**config.mk**
```make
export PLATFORM = sky130hd
export DESIGN_NAME = dmem_arbiter_flat
export DESIGN_NICKNAME = d
export VERILOG_FILES = /design/src/rtl/dmem_arbiter_if.sv /design/src/rtl/dmem_arbiter.sv /design/src/flat_wrapper.sv
export SDC_FILE = /design/constraint.sdc
export NUM_CORES = 1
export LEC_CHECK = 0
export CAP_MARGIN = 20
export CORE_AREA = 2 2 115 117
export DETAILED_ROUTE_END_ITERATION = 16
export DIE_AREA = 0 0 117 119
export PLACE_DENSITY = 0.66
export SYNTH_ARGS = -nofsm -noshare
export SYNTH_HDL_FRONTEND = slang
export SYNTH_SLANG_ARGS = --single-unit
```
**constraint.sdc**
```tcl
create_clock -name clk -period 2.1 [get_ports clk]
set_input_delay 0.21 -clock clk [delete_from_list [all_inputs] [get_ports clk]]
set_output_delay 0.21 -clock clk [all_outputs]
set_load 0.02 [all_outputs]
```
**src/rtl/dmem_arbiter_if.sv**
```systemverilog
// rtl/dmem_arbiter_if.sv - CPU, debug and memory bus bundle for dmem_arbiter
interface dmem_arbiter_if #(
  parameter int ADDR_W = 32,
  parameter int DATA_W = 32
);
  logic              cpu_req;
  logic              cpu_we;
  logic [ADDR_W-1:0] cpu_addr;
  logic [DATA_W-1:0] cpu_wdata;
  logic [DATA_W-1:0] cpu_rdata;
  logic              cpu_stall;

  logic              dbg_req;
  logic              dbg_we;
  logic [ADDR_W-1:0] dbg_addr;
  logic [DATA_W-1:0] dbg_wdata;
  logic [DATA_W-1:0] dbg_rdata;
  logic              dbg_ack;

  logic              mem_we;
  logic [ADDR_W-1:0] mem_addr;
  logic [DATA_W-1:0] mem_wdata;
  logic [DATA_W-1:0] mem_rdata;

  modport slave (
    input  cpu_req, cpu_we, cpu_addr, cpu_wdata,
    output cpu_rdata, cpu_stall,
    input  dbg_req, dbg_we, dbg_addr, dbg_wdata,
    output dbg_rdata, dbg_ack,
    output mem_we, mem_addr, mem_wdata,
    input  mem_rdata
  );

  modport master (
    output cpu_req, cpu_we, cpu_addr, cpu_wdata,
    input  cpu_rdata, cpu_stall,
    output dbg_req, dbg_we, dbg_addr, dbg_wdata,
    input  dbg_rdata, dbg_ack,
    input  mem_we, mem_addr, mem_wdata,
    output mem_rdata
  );
endinterface

```
**src/rtl/dmem_arbiter.sv**
```systemverilog
// rtl/dmem_arbiter.sv - CPU/debug data memory arbiter with starvation guard
// Optional conflict/forced-grant counters enabled by DMEM_ARB_STATS_EN.
module dmem_arbiter #(
  parameter int ADDR_W       = 32,
  parameter int DATA_W       = 32,
  parameter int STARVE_LIMIT = 4
) (
  input logic           clk,
  input logic           rst,
  dmem_arbiter_if.slave bus
`ifdef DMEM_ARB_STATS_EN
  ,
  output logic [15:0]   stat_conflicts,
  output logic [15:0]   stat_forced
`endif
);

  typedef enum logic [1:0] {
    IDLE = 2'd0,
    WAIT = 2'd1,
    ACK  = 2'd2
  } state_t;

  localparam logic [7:0] LIMIT = 8'(STARVE_LIMIT);

  state_t            state;
  logic [7:0]        wait_cnt;
  logic [DATA_W-1:0] rdata_q;
  logic              eligible;
  logic              grant;
  logic [ADDR_W-1:0] addr_mux;
  logic [DATA_W-1:0] wdata_mux;

  // ACK blocks a second grant so a still-held dbg_req cannot execute twice.
  always_comb begin
    eligible = bus.dbg_req && (state != ACK) && !rst;
    grant    = eligible && (!bus.cpu_req || (wait_cnt >= LIMIT));
  end

  assign addr_mux      = grant ? bus.dbg_addr : bus.cpu_addr;
  assign wdata_mux     = grant ? bus.dbg_wdata : bus.cpu_wdata;
  assign bus.mem_addr  = addr_mux;
  assign bus.mem_wdata = wdata_mux;
  assign bus.mem_we    = !rst && (grant ? bus.dbg_we : (bus.cpu_req && bus.cpu_we));
  assign bus.cpu_stall = bus.cpu_req && grant;
  assign bus.cpu_rdata = bus.mem_rdata;
  assign bus.dbg_rdata = rdata_q;
  assign bus.dbg_ack   = (state == ACK);

  always_ff @(posedge clk) begin
    if (rst) begin
      state    <= IDLE;
      wait_cnt <= 8'd0;
      rdata_q  <= '0;
    end else begin
      unique case (state)
        IDLE, WAIT: begin
          if (grant) begin
            state    <= ACK;
            wait_cnt <= 8'd0;
            rdata_q  <= bus.mem_rdata;
          end else if (bus.dbg_req) begin
            state    <= WAIT;
            wait_cnt <= (wait_cnt == 8'hFF) ? wait_cnt : wait_cnt + 8'd1;
          end else begin
            state    <= IDLE;
            wait_cnt <= 8'd0;
          end
        end
        ACK:     state <= IDLE;
        default: state <= IDLE;
      endcase
    end
  end

`ifdef DMEM_ARB_STATS_EN
  always_ff @(posedge clk) begin
    if (rst) begin
      stat_conflicts <= 16'd0;
      stat_forced    <= 16'd0;
    end else begin
      if (bus.cpu_req && eligible && (stat_conflicts != 16'hFFFF))
        stat_conflicts <= stat_conflicts + 16'd1;
      if (bus.cpu_stall && (stat_forced != 16'hFFFF))
        stat_forced <= stat_forced + 16'd1;
    end
  end
`endif

endmodule
```
**src/flat_wrapper.sv**
```systemverilog
// flat-port wrapper written by rule: the top's interface ports become plain ports
module dmem_arbiter_flat 
#(
  parameter int ADDR_W       = 32,
  parameter int DATA_W       = 32,
  parameter int STARVE_LIMIT = 4
)
  (clk, rst, bus_cpu_req, bus_cpu_we, bus_cpu_addr, bus_cpu_wdata, bus_cpu_rdata, bus_cpu_stall, bus_dbg_req, bus_dbg_we, bus_dbg_addr, bus_dbg_wdata, bus_dbg_rdata, bus_dbg_ack, bus_mem_we, bus_mem_addr, bus_mem_wdata, bus_mem_rdata);
  dmem_arbiter_if #(.ADDR_W(ADDR_W), .DATA_W(DATA_W)) bus_i ();
  input logic clk;
  input logic rst;
  input wire logic [$bits(bus_i.cpu_req)-1:0] bus_cpu_req;
  input wire logic [$bits(bus_i.cpu_we)-1:0] bus_cpu_we;
  input wire logic [$bits(bus_i.cpu_addr)-1:0] bus_cpu_addr;
  input wire logic [$bits(bus_i.cpu_wdata)-1:0] bus_cpu_wdata;
  output wire logic [$bits(bus_i.cpu_rdata)-1:0] bus_cpu_rdata;
  output wire logic [$bits(bus_i.cpu_stall)-1:0] bus_cpu_stall;
  input wire logic [$bits(bus_i.dbg_req)-1:0] bus_dbg_req;
  input wire logic [$bits(bus_i.dbg_we)-1:0] bus_dbg_we;
  input wire logic [$bits(bus_i.dbg_addr)-1:0] bus_dbg_addr;
  input wire logic [$bits(bus_i.dbg_wdata)-1:0] bus_dbg_wdata;
  output wire logic [$bits(bus_i.dbg_rdata)-1:0] bus_dbg_rdata;
  output wire logic [$bits(bus_i.dbg_ack)-1:0] bus_dbg_ack;
  output wire logic [$bits(bus_i.mem_we)-1:0] bus_mem_we;
  output wire logic [$bits(bus_i.mem_addr)-1:0] bus_mem_addr;
  output wire logic [$bits(bus_i.mem_wdata)-1:0] bus_mem_wdata;
  input wire logic [$bits(bus_i.mem_rdata)-1:0] bus_mem_rdata;
  assign bus_i.cpu_req = bus_cpu_req;
  assign bus_i.cpu_we = bus_cpu_we;
  assign bus_i.cpu_addr = bus_cpu_addr;
  assign bus_i.cpu_wdata = bus_cpu_wdata;
  assign bus_cpu_rdata = bus_i.cpu_rdata;
  assign bus_cpu_stall = bus_i.cpu_stall;
  assign bus_i.dbg_req = bus_dbg_req;
  assign bus_i.dbg_we = bus_dbg_we;
  assign bus_i.dbg_addr = bus_dbg_addr;
  assign bus_i.dbg_wdata = bus_dbg_wdata;
  assign bus_dbg_rdata = bus_i.dbg_rdata;
  assign bus_dbg_ack = bus_i.dbg_ack;
  assign bus_mem_we = bus_i.mem_we;
  assign bus_mem_addr = bus_i.mem_addr;
  assign bus_mem_wdata = bus_i.mem_wdata;
  assign bus_i.mem_rdata = bus_mem_rdata;
  dmem_arbiter #(.ADDR_W(ADDR_W), .DATA_W(DATA_W), .STARVE_LIMIT(STARVE_LIMIT)) u_core (.clk(clk), .rst(rst), .bus(bus_i));
endmodule
```
==> results.toml <==
[drt]
dr.pass1.iters = 6
drt-initial-drc-count = 73
avgViaCountPerCell = 4.24
wl_um = 13300
drc = 0
ant_nets = 0
wl_per_cell_um = 18.1
dr_total_vias = 3119

[synth]
synth_warnings = 0
synthAdderAreaFrac_pct = 0.853
synth.area.top_cells = "dfxtp_1, mux2_1, mux2_4, buf_4, mux2_2"
synth_top_area_share_pct = 28.7
synth_commonest_cells = "mux2_1, dfxtp_1, buf_4, nor2b_1, mux2_4"
postSynthCellCount = 266
synth_edf_count = 0
ys_seq_area_share_pct = 28.7
synth_most_common_cell = "mux2_1"
avgSynthCellArea_um2 = 11.0
synth_async_sr_flop_share_pct = 0
synth_cell_types = 34
synth_compound_area_share_pct = 3.75
yosys.area.top_type = "dfxtp_1"
postSynth.topFlopCell = "dfxtp_1"
synth_xor_area_share_pct = 0
synthesis.area_um2 = 2930
yosys.area_share.simple_pct = 13.4
synth_top_family_by_area = "multiplexers"
synth_seq_cells = 42
synth.mux.area_fraction_pct = 41.0
synth_nets = 434

[worst_setup_path]
critPathLaunchType = "flop"
critical_path_class = "flop to output pin"
crit_top_cell = "buf_6"
crit_slowest_cell = "a2111oi_4"
path_cells = "nor2b_4, a2111oi_4, buf_6, buf_12, clkbuf_16, mux2_4, buf_6"
worstPathArrival_ps = 2080
cp_max_fo = 6
slowest_delay_ps = 350
required_ps = 1890
end_kind = "output pin"

[floorplan]
coreArea_um2 = 12900
die_area_um2 = 13900
start_util_pct = 22.8
die_w_um = 117
std_cell_rows = 42
die_h_um = 119
pin_count = 297

[cts]
clkTransAtPathRegs_ps = 60
cts-root-buf = "clkbuf_16"
insertion_delay_ps = 290
cts_made_buffers = 5
cts_sinks = 42
clockBufferDepth = 2
cts_tree = "done"
htree_levels = 2

[place]
portBuffers = 296
globalplace.congestion = 0.877
place_ws_ps = -606
dp_hpwl_um = 9790
dpl.cell_count = 709
place_area_um2 = 5930

[power_and_ir_drop]
seq_power_share_pct = 30.0
power_density_nw_per_um2 = 433
leakage_nw = 2.79
intPower_w = 0.00202
combPwrFrac_pct = 42.8
vdd_drop_max_mv = 0.324
power.switching_w = 0.000819
swShare_pct = 28.9
pwr-share-clk_pct = 27.1

[global_routing]
grt_pass1_wl_um = 18100
grt_pass1_vias = 3227
grt_max_degree = 37
overflow = 0
antenna_found_initial = 0
grt_usage_pct = 17.0

[sta]
finalCritPeriodShare_pct = 109
worstMarginPinSlew_ps = 310
period_needed_ps = 2290
slew_headroom_pct = 79.2
fmax_mhz = 437
setup_viol = 64
rsz0062_at_grt = "true"
hold_viol = 0
setup_ws_ps = -188
worst_clock_skew_ps = 9.42
holdWs_ps = 509
slew_violations = 0

[layout]
drive_above_1_share_pct = 34.3
fin_cells = 735
diodes = 0
syn_to_final_growth_pct = 123
fin_area_um2 = 6550
nets = 726

[run_status]
status = "finished, violations left"
violations = "negative setup slack"

[job]
cap_violations = 0

[hold_path]
hold_path.class = "flop to flop"
## what timing repair did
action / CTS / global route
hold buffers: 0 / 0
buffers inserted: 9 / 1
setup endpoints to repair: 66 / 68
gates cloned: 6 / 2
endpoints found under the hold margin: 0 / 0
gates resized for setup: 325 / 73
pin swaps: 1 / 1
## area by class of cell
class                      count  area [um^2]
clock buffer                   5          125
clock inverter                 3         18.8
fill                        1161         6320
inverter                       7         26.3
multi-input combinational    171         1890
sequential                    42          845
tap                          176          220
timing repair buffer         331         3430
## registers in the layout, indices dropped and copies added (netlist names)
name	cells
u_core.wait_cnt	8
u_core.state	2
u_core.bus.dbg_rdata	32
## logic make-up (layout without fill, tap and decap cells)
logic type               count (synthesis)  in the layout
AO/OA/AOI/OAI                           12             12
multiplexers                            97             97
flip-flops                              42             42
adder cells (fa/ha/maj)                  2              2
buffers and inverters                   53            346
AND/OR/NAND/NOR                         60             60
## cell usage in the layout (no fill, tap or decap), types with 2 or more instances in the layout
cell,n
ha_1,2
nor2_1,6
nor3_1,2
nand2_1,3
dfxtp_1,39
nor2b_1,33
and3_1,3
buf_4,17
clkbuf_16,7
clkdlybuf4s50_1,229
clkinv_2,2
mux2_2,3
buf_12,5
dfxtp_2,3
buf_6,45
a21oi_1,4
a41oi_1,3
buf_2,18
mux2_1,25
mux2_4,69
nand4_1,2
buf_16,6
inv_1,6
clkdlybuf4s15_2,8
## power by group through the flow
stage	combinational (W)	sequential (W)	clock, W
after floorplan	0.000431	0.000909	0
after global placement	0.00110	0.000867	0
after detailed placement	0.00110	0.000868	0
after CTS	0.00114	0.000852	0.000813
after global routing	0.00126	0.000856	0.000847
final	0.00121	0.000852	0.000769
## final timing paths
check | start | endpoint | slack [ps] | depth (start not counted)
worst max-delay path | u_core.state[1] | bus_mem_addr[6] | -190 | 7
worst min-delay path | u_core.wait_cnt[0] | u_core.wait_cnt[0] | 510 | 2
worst max register to register | u_core.wait_cnt[5] | u_core.bus.dbg_rdata[12] | 90 | 5
worst min register to register | u_core.wait_cnt[0] | u_core.wait_cnt[0] | 510 | 2
## critical path: cells and delay by family, from the launching register on
family / cells / cell delay (ps)
buffers and inverters: 4 / 660
AO/OA/AOI/OAI: 1 / 350
flip-flops: 1 / 330
multiplexers: 1 / 310
AND/OR/NAND/NOR: 1 / 130
## layer usage
metal | part of all wire [%] | up-vias | track usage (%) | wire length, um
met5 | 0 | - | 0 | 0
met4 | 2.2 | 0 | 5.15 | 290
met3 | 11 | 19 | 6.72 | 1470
met2 | 49 | 172 | 30.5 | 6540
met1 | 37 | 1441 | 18.2 | 4970
li1 | - | 1487 | - | -
## per-stage QoR
stage | TNS, ps | utilization, % | total power (W)
after floorplan | 0 | - | 0.00134
after global placement | -40830 | 46.1 | 0.00197
after detailed placement | -42020 | 46.1 | 0.00197
after CTS | -9040 | 48.7 | 0.00280
after global routing | -11750 | 50.9 | 0.00297
final | -7360 | 50.9 | 0.00283
No activity file was read; power rests on OpenSTA's default activity.
